===== src/rtl/dmem_arb.sv =====
// Two-port data-memory arbiter: one outstanding downstream transaction, one-entry hold slot per port.
// Define DMEM_ARB_RR_EN for round-robin contention; default is fixed priority with port 0 winning.
module dmem_arb #(
    parameter int XLEN = 32
) (
    input  logic            clk,
    input  logic            rst,
    input  logic            m0_req,
    input  logic            m0_cmd,
    input  logic [1:0]      m0_width,
    input  logic [XLEN-1:0] m0_addr,
    input  logic [XLEN-1:0] m0_wdata,
    output logic            m0_resp,
    output logic [XLEN-1:0] m0_rdata,
    input  logic            m1_req,
    input  logic            m1_cmd,
    input  logic [1:0]      m1_width,
    input  logic [XLEN-1:0] m1_addr,
    input  logic [XLEN-1:0] m1_wdata,
    output logic            m1_resp,
    output logic [XLEN-1:0] m1_rdata,
    output logic            dmem_req,
    output logic            dmem_cmd,
    output logic [1:0]      dmem_width,
    output logic [XLEN-1:0] dmem_addr,
    output logic [XLEN-1:0] dmem_wdata,
    input  logic [XLEN-1:0] dmem_rdata,
    input  logic            dmem_resp,
    output logic            arb_err
);

    // Control state
    logic busy;
    logic owner;
    logic [1:0] slot_v;
`ifdef DMEM_ARB_RR_EN
    logic last;
`endif

    // Slot payload; qualified by slot_v, so it needs no reset
    logic            slot_cmd   [2];
    logic [1:0]      slot_width [2];
    logic [XLEN-1:0] slot_addr  [2];
    logic [XLEN-1:0] slot_wdata [2];

    // Live request fields gathered per port
    logic [1:0]      req_in;
    logic            cmd_in   [2];
    logic [1:0]      width_in [2];
    logic [XLEN-1:0] addr_in  [2];
    logic [XLEN-1:0] wdata_in [2];

    logic [1:0] owns_pending;
    logic [1:0] drop;
    logic [1:0] live;
    logic [1:0] cand;
    logic [1:0] granted;
    logic       free;
    logic       contention;
    logic       winner;
    logic       grant;
    logic       resp_valid;
    logic       stray_resp;

    always_comb begin
        req_in[0]   = m0_req;
        req_in[1]   = m1_req;
        cmd_in[0]   = m0_cmd;
        cmd_in[1]   = m1_cmd;
        width_in[0] = m0_width;
        width_in[1] = m1_width;
        addr_in[0]  = m0_addr;
        addr_in[1]  = m1_addr;
        wdata_in[0] = m0_wdata;
        wdata_in[1] = m1_wdata;
    end

    // A port that still owns an unanswered transaction may not issue again
    always_comb begin
        resp_valid      = busy & dmem_resp;
        stray_resp      = ~busy & dmem_resp;
        owns_pending[0] = busy & ~owner & ~dmem_resp;
        owns_pending[1] = busy &  owner & ~dmem_resp;
        drop            = req_in & (slot_v | owns_pending);
        live            = req_in & ~drop;
        cand            = slot_v | live;
        free            = ~busy | dmem_resp;
        contention      = cand[0] & cand[1];
    end

    always_comb begin
`ifdef DMEM_ARB_RR_EN
        winner = contention ? ~last : ~cand[0];
`else
        winner = ~cand[0];
`endif
        grant      = free & (cand[0] | cand[1]) & ~rst;
        granted[0] = grant & ~winner;
        granted[1] = grant &  winner;
    end

    // Slotted request takes precedence over the live inputs of the same port
    always_comb begin
        dmem_req = grant;
        if (slot_v[winner]) begin
            dmem_cmd   = slot_cmd[winner];
            dmem_width = slot_width[winner];
            dmem_addr  = slot_addr[winner];
            dmem_wdata = slot_wdata[winner];
        end else begin
            dmem_cmd   = cmd_in[winner];
            dmem_width = width_in[winner];
            dmem_addr  = addr_in[winner];
            dmem_wdata = wdata_in[winner];
        end
    end

    always_comb begin
        m0_resp  = resp_valid & ~owner;
        m1_resp  = resp_valid &  owner;
        m0_rdata = dmem_rdata;
        m1_rdata = dmem_rdata;
    end

    always_ff @(posedge clk or posedge rst) begin
        if (rst) begin
            busy    <= 1'b0;
            owner   <= 1'b0;
            slot_v  <= 2'b00;
            arb_err <= 1'b0;
`ifdef DMEM_ARB_RR_EN
            last    <= 1'b1;
`endif
        end else begin
            busy    <= grant | (busy & ~dmem_resp);
            slot_v  <= cand & ~granted;
            arb_err <= arb_err | stray_resp | (|drop);
            if (grant) begin
                owner <= winner;
`ifdef DMEM_ARB_RR_EN
                last  <= winner;
`endif
            end
        end
    end

    // Capture a live request that did not win this cycle
    always_ff @(posedge clk) begin
        for (int i = 0; i < 2; i++) begin
            if (live[i] && !granted[i]) begin
                slot_cmd[i]   <= cmd_in[i];
                slot_width[i] <= width_in[i];
                slot_addr[i]  <= addr_in[i];
                slot_wdata[i] <= wdata_in[i];
            end
        end
    end

endmodule


===== config.mk =====
export PLATFORM = sky130hd
export DESIGN_NAME = dmem_arb
export DESIGN_NICKNAME = d
export VERILOG_FILES = /design/src/rtl/dmem_arb.sv
export SDC_FILE = /design/constraint.sdc
export NUM_CORES = 1
export LEC_CHECK = 0
export CAP_MARGIN = 10
export CORE_MARGIN = 2
export CORE_UTILIZATION = 45
export DETAILED_ROUTE_END_ITERATION = 10
export DONT_BUFFER_PORTS = 1
export MAX_ROUTING_LAYER = met4
export SYNTH_ARGS = -nofsm -noshare
export SYNTH_HDL_FRONTEND = slang
export SYNTH_SLANG_ARGS = --single-unit

===== constraint.sdc =====
create_clock -name clk -period 8.55 [get_ports clk]
set_input_delay 1.2825 -clock clk [delete_from_list [all_inputs] [get_ports clk]]
set_output_delay 1.2825 -clock clk [all_outputs]
set_load 0.02 [all_outputs]

==> results of run 1 <==
area by class of cell:
type                       count  share of cell area [%]
multi-input combinational    363                    34.0
tap                          220                    3.62
timing repair buffer           6                   0.592
clock inverter                14                    1.38
inverter                       3                   0.148
clock buffer                  18                    5.64
sequential                   139                    54.6
cells by family (layout without fill, tap and decap cells):
kind of cell / after synthesis / in the layout
flip-flops: 139 / 139
AO/OA/AOI/OAI: 146 / 146
buffers and inverters: 127 / 41
AND/OR/NAND/NOR: 217 / 217
worst max-delay path by stage:
stage          startpoint  depth (start not counted)               to
5_1_grt         dmem_resp                          4    dmem_addr[24]
4_1_cts         dmem_resp                          4    dmem_addr[24]
3_3_place_gp    dmem_resp                          4   dmem_wdata[31]
3_5_place_dp    dmem_resp                          4    dmem_addr[24]
2_1_floorplan   dmem_resp                          5  slot_addr[1][0]
6_report        dmem_resp                          4    dmem_addr[24]
worst reg2reg max path: cells and delay by family, from the launching register on:
| kind | cells | cell delay [ns] |
|---|---|---|
| AO/OA/AOI/OAI | 2 | 0.55 |
| buffers and inverters | 1 | 0.47 |
| flip-flops | 1 | 0.45 |
| AND/OR/NAND/NOR | 1 | 0.98 |
registers in the layout, indices dropped and copies added (netlist names):
register / count
slot_addr: 64
busy: 1
owner: 1
slot_wdata: 64
arb_err: 1
slot_width: 4
slot_cmd: 2
slot_v: 2
cell usage in the layout (no fill, tap or decap):
cell,n
a21oi_4,1
or3b_4,1
bufinv_16,1
a21oi_2,1
clkinv_1,6
a211oi_4,1
nor3b_4,1
o211ai_1,1
nor4_1,1
nor2_1,4
a221oi_1,47
clkbuf_1,1
nand2b_1,2
clkbuf_16,17
clkinv_4,1
nor3_1,1
nor2b_1,68
nand3b_1,1
inv_1,3
inv_6,1
nor3b_1,67
a21oi_1,4
o21ai_0,2
dfrtp_1,3
clkinv_2,1
clkinvlp_4,4
o31ai_1,67
a221oi_2,20
and3_1,1
a21boi_0,1
edfxtp_1,134
nand2_1,70
o32a_1,1
dfrtp_4,2
buf_4,6
routing by layer:
metal | global-route usage, % | routed length, um | up-vias
li1 | - | - | 2142
met3 | 7.13 | 1500 | 34
met5 | - | 0 | -
met2 | 33.9 | 9330 | 226
met4 | 8.18 | 442 | 0
met1 | 23.2 | 6930 | 2258
per-stage QoR:
stage          util, %  worst slack, ns
2_1_floorplan        -             1.25
3_3_place_gp      43.1             3.93
3_5_place_dp      43.1             3.85
4_1_cts           46.4             3.85
5_1_grt           46.4             3.70
6_report          46.4             3.84
power by group through the flow:
stage	sequential [mW]	clock, mW	combinational [mW]
global placement	0.851	0	0.325
finish	0.838	0.670	0.325
global route	0.845	0.714	0.350
detailed placement	0.852	0	0.329
CTS	0.839	0.688	0.329
floorplan	0.824	0	0.355
==> results.sh, run 1 <==
export IMPL_crit_fanout=52
export IMPL_whs_ns=0.661
export IMPL_slew_viol_final=0
export IMPL_htree_levels=4
export IMPL_worst_slew_pin_slew_ns=1.07
export IMPL_synth_flop_cell="edfxtp_1"
export IMPL_stdcell_count=763
export IMPL_wl_um=18200
export IMPL_yosysWarnings=0
export IMPL_async_flop_share_pct=3.60
export IMPL_cp_arrival_ns=3.43
export IMPL_io_pins=306
export IMPL_postSynthAreaPerCell_um2=11.9
export IMPL_row_count=47
export IMPL_drive_gt1_share_pct=10.7
export IMPL_seq_area_um2=4160
export IMPL_leakage_nw=2.28
export IMPL_cts_tree="done"
export IMPL_critPathBufInv=1
export IMPL_cts_hold_buf=0
export IMPL_area_delta_synth_final_pct=1.93
export IMPL_yosysUniqueCellTypes=28
export IMPL_r2r_cells=4
export IMPL_rsz0062_at_grt="no"
export IMPL_grt_pass1_vias=4767
export IMPL_fin_crit_sh_pct=55.1
export IMPL_place_gp_congestion=0.818
export IMPL_r2r_end="slot_addr[1][25]"
export IMPL_port_buffers=0
export IMPL_drt_initial_drc_count=274
export IMPL_path_delay_family="compound AO/OA/AOI/OAI gates"
export IMPL_min_path_type="input port to asynchronous set/reset pin"
export IMPL_start_util_pct=45.5
export IMPL_p_sw_share_pct=29.9
export IMPL_pwr_share_clk_pct=36.6
export IMPL_synthMuxAreaShare_pct=0
export IMPL_synth_edf_count=134
export IMPL_path_cells="nor3b_4, buf_4, nor3b_1, o31ai_1"
export IMPL_ir_worst_vdd_uv=130
export IMPL_synthAdderAreaFrac_pct=0
export IMPL_max_stage_delay_ns=0.73
export IMPL_root_buffer="clkbuf_16"
export IMPL_cp_end_kind="output port"
export IMPL_power_share_sequential_pct=45.7
export IMPL_multiInputGateArea_um2=2590
export IMPL_post_cts_buffers=0
export IMPL_post_drt_wl_per_cell_um=23.9
export IMPL_power_mw=1.83
export IMPL_tns_ns=0
export IMPL_synth_nets=800
export IMPL_synth_cells=629
export IMPL_setup_viol=0
export IMPL_antenna_found_initial=0
export IMPL_first_pass_iters=5
export IMPL_vias=4660
export IMPL_switching_power_mw=0.548
export IMPL_final_area_um2=7610
export IMPL_synth_compound_area_share_pct=17.3
export IMPL_max_freq_mhz=212
export IMPL_gr_total_overflow=0
export IMPL_crit_type="input port to output port"
export IMPL_min_period_ns=4.71
export IMPL_dieArea_um2=17600
export IMPL_power_density_nw_per_um2=241
export IMPL_dp_cells=731
export IMPL_hold_viol=0
export IMPL_synth_common_cells="edfxtp_1, nand2_1, nor2b_1"
export IMPL_synth_top_family_by_area="compound AO/OA/AOI/OAI gates"
export IMPL_synthXorXnorAreaFrac_pct=0
export IMPL_cts_resized=0
export IMPL_core_area_um2=16400
export IMPL_clk_latency_ns=0.41
export IMPL_ant_nets=0
export IMPL_die_h_um=133
export IMPL_crit_required_ns=7.27
export IMPL_dieWidth_um=133
export IMPL_clkSinkCount=139
export IMPL_grt_max_degree=139
export IMPL_fin_nets=701
export IMPL_slowest_stage="o31ai_1"
export IMPL_place_area_um2=7080
export IMPL_rrSetupSlack_ns=5.70
export IMPL_synth_seq_cells=139
export IMPL_synthTopCellsByArea="edfxtp_1, nor3b_1, o31ai_1"
export IMPL_max_cap_viol_count=0
export IMPL_viasPerCell=6.11
export IMPL_synth_top_area_cell="edfxtp_1"
export IMPL_yosysMostFrequentCell="edfxtp_1"
export IMPL_synth_top_cell_area_share_pct=53.9
export IMPL_comb_power_share_pct=17.7
export IMPL_start_kind="input port"
export IMPL_place_hpwl_um=11600
export IMPL_grt_usage_pct=20.6
export IMPL_slew_headroom_pct=28.6
export IMPL_path_clk_slew_ns=0.06
export IMPL_fillers=1492
export IMPL_netlist_area_um2=7470
export IMPL_diodes=0
export IMPL_drc_errors=0
export IMPL_p_int_mw=1.28
export IMPL_fin_skew_ns=0.00562
export IMPL_numCtsBuffers=17
export IMPL_clk_path_buf_depth=2
export IMPL_grt_pass1_wl_um=27300
export IMPL_ys_seq_area_share_pct=55.6
export IMPL_synthSimpleGateAreaFrac_pct=16.9
export IMPL_outcome="completed"
export IMPL_r2r_start="busy"
No activity file was read; power rests on OpenSTA's default activity.
==> inputs of run 2 (changes only) <==
--- a/config.mk
+++ b/config.mk
@@ -5,6 +5,7 @@
 export SDC_FILE = /design/constraint.sdc
 export NUM_CORES = 1
 export LEC_CHECK = 0
+export ABC_AREA = 1
 export CAP_MARGIN = 10
 export CORE_MARGIN = 2
 export CORE_UTILIZATION = 45
==> constraint.sdc (replaced) <==
create_clock -name clk -period 3.81 [get_ports clk]
set_input_delay 0.5715 -clock clk [delete_from_list [all_inputs] [get_ports clk]]
set_output_delay 0.5715 -clock clk [all_outputs]
set_load 0.02 [all_outputs]
==> results.sh, run 2 <==
export IMPL_synthAdderAreaFrac_pct=0
export IMPL_grt_usage_pct=21.3
export IMPL_yosysWarnings=0
export IMPL_synth_cells=1029
export IMPL_crit_top_cell="nand2_1"
export IMPL_final_cell_mix="nand2_1, inv_1, nand3_1, edfxtp_1, clkbuf_16"
export IMPL_grt_max_degree=99
export IMPL_first_pass_iters=7
export IMPL_leakage_nw=4.30
export IMPL_slew_viol_final=0
export IMPL_grt_pass1_vias=5466
export IMPL_synth_seq_cells=139
export IMPL_io_pins=306
export IMPL_path_cells="inv_2, nand3_2, nand3_4, buf_4, nand2_4, buf_12, nand2_1, nand3_1, nand2_1"
export IMPL_place_hpwl_um=12500
export IMPL_synthXorXnorAreaFrac_pct=0
export IMPL_ys_seq_area_share_pct=51.2
export IMPL_path_clk_slew_ns=0.06
export IMPL_hp_start="m1_addr[2]"
export IMPL_hold_path_end="slot_addr[1][2]"
export IMPL_ir_worst_vdd_uv=294
export IMPL_post_cts_buffers=0
export IMPL_dieWidth_um=138
export IMPL_rsz0062_at_grt="no"
export IMPL_netlist_area_um2=8110
export IMPL_htree_levels=4
export IMPL_finish_utilization_pct=47.1
export IMPL_clkSinkCount=139
export IMPL_area_delta_synth_final_pct=3.60
export IMPL_async_flop_share_pct=3.60
export IMPL_reg_largest_list="slot_addr: 64 flops, slot_wdata: 64 flops, slot_width: 4 flops"
export IMPL_post_drt_wl_per_cell_um=16.5
export IMPL_final_area_um2=8400
export IMPL_yosysMostFrequentCell="nand2_1"
export IMPL_synth_compound_area_share_pct=0.386
export IMPL_viasPerCell=4.77
export IMPL_power_mw=4.72
export IMPL_diodes=0
export IMPL_synth_edf_count=134
export IMPL_max_cap_viol_count=0
export IMPL_place_gp_congestion=0.770
export IMPL_synthTopCellsByArea="edfxtp_1, nand2_1, inv_1"
export IMPL_clk_latency_ns=0.41
export IMPL_worst_slew_pin_slew_ns=0.839
export IMPL_synth_top_cell_area_share_pct=49.6
export IMPL_synth_nets=1200
export IMPL_numCtsBuffers=17
export IMPL_synth_common_cells="nand2_1, inv_1, nand3_1"
export IMPL_clk_path_buf_depth=2
export IMPL_root_buffer="clkbuf_16"
export IMPL_setup_viol=0
export IMPL_die_h_um=138
export IMPL_slew_headroom_pct=44.1
export IMPL_place_area_um2=7820
export IMPL_vias=5680
export IMPL_grt_busiest_layer="met2"
export IMPL_drc_errors=0
export IMPL_grtUsageMet1_pct=26.0
export IMPL_outcome="completed"
export IMPL_rrSetupSlack_ns=1.04
export IMPL_port_buffers=0
export IMPL_start_kind="flop"
export IMPL_drive_gt1_share_pct=5.09
export IMPL_critPathBufInv=3
export IMPL_grtUsageMet3_pct=7.66
export IMPL_r2r_end="slot_wdata[1][16]"
export IMPL_power_density_nw_per_um2=562
export IMPL_ant_nets=0
export IMPL_dp_slack_ns=0.763
export IMPL_cp_arrival_ns=2.68
export IMPL_max_freq_mhz=307
export IMPL_synthMuxAreaShare_pct=0
export IMPL_yosysUniqueCellTypes=20
export IMPL_path_delay_family="simple AND/OR/NAND/NOR gates"
export IMPL_start_util_pct=45.4
export IMPL_fin_skew_ns=0.00505
export IMPL_synth_top_family_by_area="simple AND/OR/NAND/NOR gates"
export IMPL_grt_met2_usage_pct=32.7
export IMPL_antenna_found_initial=0
export IMPL_cts_tree="done"
export IMPL_synth_flop_cell="edfxtp_1"
export IMPL_hold_viol=0
export IMPL_synthSimpleGateAreaFrac_pct=26.3
export IMPL_crit_type="flop to output port"
export IMPL_tns_ns=0
export IMPL_r2r_start="owner"
export IMPL_min_path_type="input port to flop"
export IMPL_drt_initial_drc_count=369
export IMPL_postSynthAreaPerCell_um2=7.88
export IMPL_grt_pass1_wl_um=30700
export IMPL_min_period_ns=3.25
export IMPL_crit_fanout=98
export IMPL_gr_total_overflow=0
export IMPL_dieArea_um2=19100
export IMPL_max_stage_delay_ns=0.42
export IMPL_layout_setup_ws_ns=0.558
export IMPL_holdPathStages=0
export IMPL_r2r_cells=7
export IMPL_row_count=49
export IMPL_fin_nets=1121
export IMPL_mostFrequentLayoutCell="nand2_1"
export IMPL_fillers=1727
export IMPL_core_area_um2=17800
export IMPL_slowest_stage="dfrtp_1"
export IMPL_crit_required_ns=3.24
export IMPL_synth_top_area_cell="edfxtp_1"
export IMPL_cp_end_kind="output port"
export IMPL_wl_um=19600
export IMPL_fin_crit_sh_pct=85.4
run 2: worst max-delay path by stage:
stage | start | to | slack, ns | cells after the start
6_report | owner | dmem_addr[15] | 0.56 | 9
5_1_grt | owner | dmem_addr[15] | 0.38 | 9
4_1_cts | owner | dmem_wdata[14] | 0.57 | 9
3_5_place_dp | dmem_resp | slot_wdata[1][14] | 0.76 | 7
3_3_place_gp | dmem_resp | slot_wdata[1][11] | 0.80 | 7
2_1_floorplan | dmem_resp | slot_addr[0][0] | 0.35 | 7
run 2: power breakdown:
part | internal, mW | leakage (nW) | switching, mW | total, mW
registers | 1.80 | 1.29 | 0.0269 | 1.83
logic | 0.282 | 2.74 | 0.971 | 1.25
clock network | 1.01 | 0.274 | 0.620 | 1.63
run 2: what timing repair did:
item                                   in CTS  in global routing
hold buffers                                1                  0
resized for setup                           0                  0
endpoints found under the hold margin       5                  0
setup endpoints to repair                   0                  0
run 2: area by class of cell:
| cell class | count | area (um2) | share of cell area, % |
|---|---|---|---|
| Clock buffer | 20 | 437 | 5.20 |
| Clock inverter | 11 | 128 | 1.52 |
| Inverter | 280 | 1050 | 12.5 |
| Multi-Input combinational cell | 497 | 2180 | 26.0 |
| Sequential cell | 139 | 4150 | 49.4 |
| Tap cell | 229 | 287 | 3.41 |
| Timing Repair Buffer | 15 | 165 | 1.97 |
run 2: cells by family after synthesis:
kind of cell | count (synthesis)
flops | 139
compound gates | 5
simple gates | 492
buf+inv | 393
run 2: layer usage:
metal	part of all wire [%]	vias up
met1	41	2543
met2	46	208
li1	-	2899
met3	9.7	30
met5	0	-
met4	2.5	0
run 2: stage by stage:
step / hold WS (ns) / std cells
final: 0.248 / 1191
after global placement: 0.385 / 1159
after floorplan: 0.358 / 1029
after global routing: 0.228 / 1191
after detailed placement: 0.390 / 1159
after CTS: 0.226 / 1191
==> inputs of run 3 (changes only) <==
==> constraint.sdc (replaced) <==
create_clock -name clk -period 3.81 [get_ports clk]
set_input_delay 0.5715 -clock clk [delete_from_list [all_inputs] [get_ports clk]]
set_output_delay 0.5715 -clock clk [all_outputs]
set_load 0.01 [all_outputs]
==> results.sh, run 3 (same netlist as run 2, synthesis figures left out) <==
export IMPL_outcome="completed"
export IMPL_crit_type="flop to output port"
export IMPL_slew_headroom_pct=44.0
export IMPL_dp_cells=1159
export IMPL_drc_errors=0
export IMPL_area_delta_synth_final_pct=2.49
export IMPL_cp_arrival_ns=2.54
export IMPL_final_cell_mix="nand2_1, inv_1, nand3_1, edfxtp_1, clkbuf_16"
export IMPL_root_buffer="clkbuf_16"
export IMPL_drt_initial_drc_count=340
export IMPL_tns_ns=0
export IMPL_post_drt_wl_per_cell_um=15.9
export IMPL_viasPerCell=4.80
export IMPL_wl_um=19000
export IMPL_fin_nets=1121
export IMPL_grtUsageMet3_pct=6.82
export IMPL_hold_path_end="slot_addr[0][5]"
export IMPL_whs_ns=0.246
export IMPL_hp_start="m0_addr[5]"
export IMPL_worst_slew_pin_slew_ns=0.840
export IMPL_setup_viol=0
export IMPL_grt_pass1_vias=5396
export IMPL_path_clk_slew_ns=0.06
export IMPL_min_period_ns=3.11
export IMPL_start_kind="flop"
export IMPL_rsz0062_at_grt="no"
export IMPL_place_gp_congestion=0.766
export IMPL_r2r_end="slot_wdata[0][0]"
export IMPL_grt_met2_usage_pct=32.9
export IMPL_port_buffers=0
export IMPL_clk_path_buf_depth=2
export IMPL_rrSetupSlack_ns=1.64
export IMPL_antenna_found_initial=0
export IMPL_crit_fanout=75
export IMPL_grt_busiest_layer="met2"
export IMPL_grtUsageMet1_pct=24.5
export IMPL_clk_latency_ns=0.41
export IMPL_r2r_cells=5
export IMPL_diodes=0
export IMPL_final_area_um2=8310
export IMPL_fillers=1761
export IMPL_max_cap_viol_count=0
export IMPL_grt_usage_pct=20.7
export IMPL_reg_largest_list="slot_addr: 64 flops, slot_wdata: 64 flops, slot_width: 4 flops"
export IMPL_core_area_um2=17800
export IMPL_place_area_um2=7780
export IMPL_clkSinkCount=139
export IMPL_min_path_type="input port to flop"
export IMPL_hold_viol=0
export IMPL_start_util_pct=45.4
export IMPL_first_pass_iters=5
export IMPL_post_cts_buffers=0
export IMPL_dieWidth_um=138
export IMPL_grt_pass1_wl_um=30000
export IMPL_ant_nets=0
export IMPL_ir_worst_vdd_uv=307
export IMPL_max_freq_mhz=322
export IMPL_grt_max_degree=76
export IMPL_io_pins=306
export IMPL_cp_end_kind="output port"
export IMPL_vias=5724
export IMPL_r2r_start="slot_v[0]"
export IMPL_stdcell_count=1192
export IMPL_dieArea_um2=19100
export IMPL_htree_levels=4
export IMPL_crit_required_ns=3.24
export IMPL_numCtsBuffers=17
export IMPL_cts_tree="done"
export IMPL_mostFrequentLayoutCell="nand2_1"
export IMPL_fin_crit_sh_pct=81.6
export IMPL_die_h_um=138
export IMPL_gr_total_overflow=0
export IMPL_slew_viol_final=0
export IMPL_place_hpwl_um=12000
export IMPL_row_count=49
export IMPL_holdPathStages=0
export IMPL_drive_gt1_share_pct=5.50
export IMPL_fin_skew_ns=0.00463
export IMPL_power_mw=4.36
export IMPL_leakage_nw=4.27
export IMPL_power_density_nw_per_um2=525
-- run 3: cell types whose count changed in the layout (fill, tap and decap cells not counted) --
cell / delta
buf_4: +3
clkinv_1: -2
bufinv_16: -3
clkbuf_1: -1
inv_6: +1
buf_12: -3
clkinvlp_4: +1
clkinv_2: +3
clkinv_4: +2
-- run 3: metal layers --
metal,up-vias,wire [um]
met5,-,0
met4,0,492
met1,2617,7810
met3,34,1560
li1,2902,-
met2,171,9130
-- run 3: power by group --
part           internal, mW  switching [mW]
registers              1.80          0.0268
logic                 0.271           0.791
clock network         0.822           0.648
total                  2.90            1.47
-- run 3: worst max path at each step --
stage | cells after the start | to | from | slack, ns
after detailed placement | 9 | dmem_wdata[8] | dmem_resp | 1.04
after CTS | 8 | dmem_wdata[8] | slot_v[0] | 0.66
final | 8 | dmem_wdata[5] | slot_v[0] | 0.70
after global routing | 8 | dmem_wdata[13] | slot_v[0] | 0.47
after global placement | 9 | dmem_wdata[8] | dmem_resp | 1.05
after floorplan | 7 | slot_addr[0][0] | dmem_resp | 0.40
-- run 3: final cells by class --
type                       count  area [um2]  area share [%]
sequential                   139        4150            49.9
multi-input combinational    497        2180            26.2
inverter                     280        1050            12.7
clock buffer                  19         433            5.21
tap                          229         287            3.45
timing repair buffer          15         128            1.54
clock inverter                13        78.8           0.949
-- run 3: worst max-delay path, cell delays in order (launching register included) --
cell and delay (ns):
dfrtp_1 0.41, inv_2 0.23, nand3_4 0.11, buf_4 0.27, nand2_4 0.10, buf_4 0.60
nand2_1 0.14, nand3_1 0.11, nand2_1 0.11
-- run 3: stage by stage --
step | util (%) | worst slack [ns]
3_5_place_dp | 43.6 | 1.04
6_report | 46.6 | 0.702
2_1_floorplan | - | 0.400
5_1_grt | 46.6 | 0.470
3_3_place_gp | 43.6 | 1.05
4_1_cts | 46.6 | 0.656
-- run 3: what timing repair did --
action / in CTS / in global routing
hold buffers: 1 / 0
gates resized for setup: 0 / 0
endpoints found under the hold margin: 5 / 0
setup endpoints to repair: 0 / 0
